--- src/rtl/nn_loader.sv ---
// Stream loader for the nn_node stage: collects features and weights word by word,
// then presents the completed frame until nn_node signals a fresh result.
//
// state   | meaning
// --------+---------------------------------------------------------------
// LOAD    | accepting stream words into x_bus / w_hid / w_out
// PRESENT | frame frozen and offered to nn_node, waiting for out_ready rise
module nn_loader (
    input  logic         clk,
    input  logic         rst,
    input  logic [15:0]  s_data,
    input  logic         s_valid,
    output logic         s_ready,
    input  logic         w_keep,
    output logic [63:0]  x_bus,
    output logic [255:0] w_hid,
    output logic [127:0] w_out,
    output logic         in_ready,
    input  logic         out_ready,
    output logic         frame_done,
    output logic [7:0]   frame_cnt
);

    typedef enum logic {LOAD = 1'b0, PRESENT = 1'b1} state_t;

    state_t      state_q, state_d;
    logic [4:0]  idx_q;
    logic        short_q;
    logic        wt_valid_q;
    logic        out_ready_q;
    logic        accept;
    logic        short_now;
    logic        last_word;
    logic        present_exit;

    assign accept       = s_valid && s_ready;
    // Frame length is decided by w_keep on the first word and then held for the frame.
    assign short_now    = (idx_q == 5'd0) ? (w_keep && wt_valid_q) : short_q;
    assign last_word    = accept && (idx_q == (short_now ? 5'd3 : 5'd27));
    // Only a fresh rising edge ends PRESENT; a level left over from the last frame does not.
    assign present_exit = (state_q == PRESENT) && out_ready && !out_ready_q;

    always_ff @(posedge clk) begin
        if (rst) begin
            state_q <= LOAD;
        end else begin
            state_q <= state_d;
        end
    end

    always_comb begin
        state_d = state_q;
        case (state_q)
            LOAD:    if (last_word)    state_d = PRESENT;
            PRESENT: if (present_exit) state_d = LOAD;
            default:                   state_d = LOAD;
        endcase
    end

    always_comb begin
        s_ready  = (state_q == LOAD) && !rst;
        in_ready = (state_q == PRESENT) && !rst;
    end

    always_ff @(posedge clk) begin
        if (rst) begin
            idx_q       <= 5'd0;
            short_q     <= 1'b0;
            wt_valid_q  <= 1'b0;
            out_ready_q <= 1'b0;
            x_bus       <= '0;
            w_hid       <= '0;
            w_out       <= '0;
            frame_done  <= 1'b0;
            frame_cnt   <= 8'd0;
        end else begin
            out_ready_q <= out_ready;
            frame_done  <= present_exit;
            if (present_exit) begin
                frame_cnt <= frame_cnt + 8'd1;
            end
            if (accept) begin
                if (idx_q == 5'd0) begin
                    short_q <= w_keep && wt_valid_q;
                end
                if (idx_q == 5'd27) begin
                    wt_valid_q <= 1'b1;
                end
                idx_q <= last_word ? 5'd0 : idx_q + 5'd1;
                for (int k = 0; k < 4; k++) begin
                    if (idx_q == 5'(k)) x_bus[16*k +: 16] <= s_data;
                end
                for (int k = 0; k < 16; k++) begin
                    if (idx_q == 5'(k + 4)) w_hid[16*k +: 16] <= s_data;
                end
                for (int k = 0; k < 8; k++) begin
                    if (idx_q == 5'(k + 20)) w_out[16*k +: 16] <= s_data;
                end
            end
        end
    end

endmodule

--- config.mk ---
export PLATFORM = sky130hd
export DESIGN_NAME = nn_loader
export DESIGN_NICKNAME = d
export VERILOG_FILES = /design/src/rtl/nn_loader.sv
export SDC_FILE = /design/constraint.sdc
export NUM_CORES = 1
export LEC_CHECK = 0
export ABC_AREA = 0
export BUFFER_PORTS_ARGS = -buffer_cell sky130_fd_sc_hd__clkbuf_2
export CAP_MARGIN = 20
export CORE_ASPECT_RATIO = 2
export CORE_MARGIN = 10
export CORE_UTILIZATION = 45
export DETAILED_ROUTE_END_ITERATION = 8
export GPL_TIMING_DRIVEN = 1
export HOLD_SLACK_MARGIN = 0.08
export MAX_ROUTING_LAYER = met4
export PLACE_DENSITY = 0.73
export SLEW_MARGIN = 15
export SYNTH_ARGS = -nofsm -noshare
export SYNTH_HDL_FRONTEND = slang
export SYNTH_SLANG_ARGS = --single-unit
--- constraint.sdc ---
create_clock -name clk -period 1.7 [get_ports clk]
set_input_delay 0.34 -clock clk [delete_from_list [all_inputs] [get_ports clk]]
set_output_delay 0.34 -clock clk [all_outputs]
set_load 0.05 [all_outputs]
==> run summary <==
status: complete, but fails checks
violated checks: setup timing
PD cells: 940 nW/um^2
Critical Path RT: 2.18 ns
endpoints failing setup: 93
core area: 37200 sq um
Die H: 294 um
leakage: 0.00984 uW
largest net degree at the start of global routing: 197
CP Cell Sequence: buf_6 > or3b_4 > nor4b_4 > buf_4 > clkbuf_16 > nand2_2 > a21oi_1
minimum clock period: 1.83 ns
maximum VDD drop: 0.803 mV
kind of critical path: flop to flop
# DRC: 0
first-pass GRT wire length: 95500 um
fmax: 547 MHz
gr usage total: 27.6%
Post-Route WL: 66800 um
final critical-path share of the clock period: 108%
met2 global-route usage: 47.2%
iteration count of the initial detailed-routing pass: 5
cts bufs inserted: 40
vias per inst: 5.46
port bufs: 479
met3 GRT Util: 5.33%
Routed WL per cell: 22.1 um
CTS tree: yes
RSZ-0062 raised after global routing: true
area grow syn2layout: 38.3%
commonest cells after routing, fill and taps aside: 675 x nand2_1, 476 x clkbuf_2, 460 x dfxtp_1
met1 usage: 28.4%
Arr. time, crit path: 2.31 ns
Layout Skew: 0.0179 ns
number of fill cells: 3063
clock-pin slew on the worst setup and hold paths: 0.07 ns
initial antenna violation count: 0
mean post-synth cell area: 8.20 sq um
Post-synth EDFFs: 0
crit start category: flop
placed cells: 2916
vias in the first global route: 16.1k
I/O Pins: 480
n_diodes: 0
cell taking the most area after synthesis: dfxtp_1
CP endpoint kind: flop
critical path fanouts, max: 8
Starting Density: 45.4%
Net Count, Synth: 2084
routability cong.: 0.861
Most Crowded Layer GR: met2
clock sink count: 466
Slew @ Worst Pin: 0.982 ns
die width: 157 um
sequential share of the synthesized area: 55.3%
Post-synth top flop: dfxtp_1
Tightest Hold Check Type: input port to flop
Slew headroom: 34.5%
Hold Vio Cnt, Final: 0
CTS max path bufs: 3
initial DRC count: 1017
most common cell after layout, fill and taps aside: nand2_1
Yosys warnings: 0
vias post-DR: 16.5k
Max Slew Vio Count: 0
Slowest cell on crit path: or3b_4
largest cells by area after synthesis: dfxtp_1 55%, nand2_1 17%, a21oi_1 11%, mux2i_1 4.7%, clkbuf_1 3.0%
Mapped Cells: 2057
Yosys top cell area share: 55.3%
setup slack after placement: -0.132 ns
post-synth cell types: 43
post-synthesis register bit count: 466
share of layout cells above drive strength 1: 34.3%
Site Rows: 100
number of H-tree levels: 2
max cap viols: 0
Antenna Nets Post-Route: 0
GR Overflow Total: 0
Clock Tree Root: clkbuf_16
highest cell delay on the worst timing path: 0.40 ns
Nets: 2558
DP HPWL: 42900 um
clock latency on the worst-skew pair: 0.55 ns
die area: 46100 sq um
asr flop ratio synth: 0%
Netlist Area Pre-Place: 16900 sq um
Non-Filler Instances: 3021
worst setup margin: -0.128 ns
==> synth_stat cells, types with 3 or more instances <==
library cell  count
a21oi_1         370
and3_1           14
and4_1            4
buf_2            29
buf_4            15
buf_6             3
clkbuf_1        135
clkbuf_2          8
dfxtp_1         466
ha_1              6
inv_1             7
mux2i_1          80
nand2_1         743
nand3_1          15
nand3_2           4
nand3b_1          5
nand4_1           9
nor2_1           92
nor2b_1           7
nor3_1            3
nor3b_2           3
o21ai_0           3
or3_1             5
xnor2_1           4
xor2_1            3
==> final cells by class <==
type,instances,area [sq um],area share [%]
Sequential cell,466,9340,40.0
Multi-Input combinational cell,1394,7630,32.7
Timing Repair Buffer,622,4380,18.8
Clock buffer,58,1150,4.93
Tap cell,459,574,2.46
Clock inverter,15,228,0.976
Inverter,7,26.3,0.113
==> path summary, 6_finish.rpt <==
path / slack (ns) / to / start / cells after the start
worst max-delay path: -0.13 / w_hid[203] / state_q / 7
worst min-delay path: 0.16 / w_hid[26] / s_data[10] / 3
worst max register to register: -0.13 / w_hid[203] / state_q / 7
worst min register to register: 0.45 / w_hid[103] / w_hid[103] / 2
==> metrics by stage <==
step,utilization [%],power [uW],hold slack (ns),TNS [ns],area [sq um]
floorplan,-,11800,0.440,-4.76,17000
global placement,55.1,12300,0.441,-3.30,20500
detailed placement,55.1,12300,0.446,-14.67,20500
CTS,60.1,21900,0.143,-1.54,22300
global route,62.8,22500,0.179,-16.25,23300
finish,62.8,21900,0.160,-2.98,23300
==> layer usage <==
metal	vias to the layer above	part of all wire, %
li1	7587	-
met1	7745	34
met2	884	51
met3	278	8.0
met4	0	7.4
met5	-	0
==> critical path, delay by kind of cell (launching register included) <==
| kind | cells | cell delay (ns) |
|---|---|---|
| buffers and inverters | 3 | 0.49 |
| and+or+nand+nor | 3 | 0.74 |
| DFF | 1 | 0.38 |
| AOI/OAI and AO/OA | 1 | 0.15 |
==> power breakdown <==
group,switching (uW),total (uW),internal (uW)
registers,29.5,11000,11000
clock network,4150,9680,5530
logic,927,1270,344
total,5110,21900,16800
==> logic make-up (layout without fill, tap and decap cells) <==
group	count (synthesis)	after routing	synth area share, %
compound gates	379	379	11.4
xor+xnor	7	7	0.363
fa+ha+maj	6	6	0.445
buf+inv	197	702	5.13
flops	466	466	55.3
mux	81	81	4.81
simple gates	921	921	22.6
==> timing repair <==
item / 4_1_cts / 5_1_grt
gates cloned: 8 / 9
endpoints found under the setup margin: 271 / 415
pin swaps: 18 / 80
setup buffers: 10 / 6
hold endpoints to repair: 2 / 0
hold buffers: 2 / 0
gates resized for setup: 71 / 211
==> sequential cells by signal, summed over array words and instances (netlist names) <==
register and flops:
x_bus 64, short_q 1, w_hid 256, wt_valid_q 1, state_q 1, frame_cnt 8
w_out 128, idx_q 5, out_ready_q 1, frame_done 1
Power figures use the tool's default switching activity.
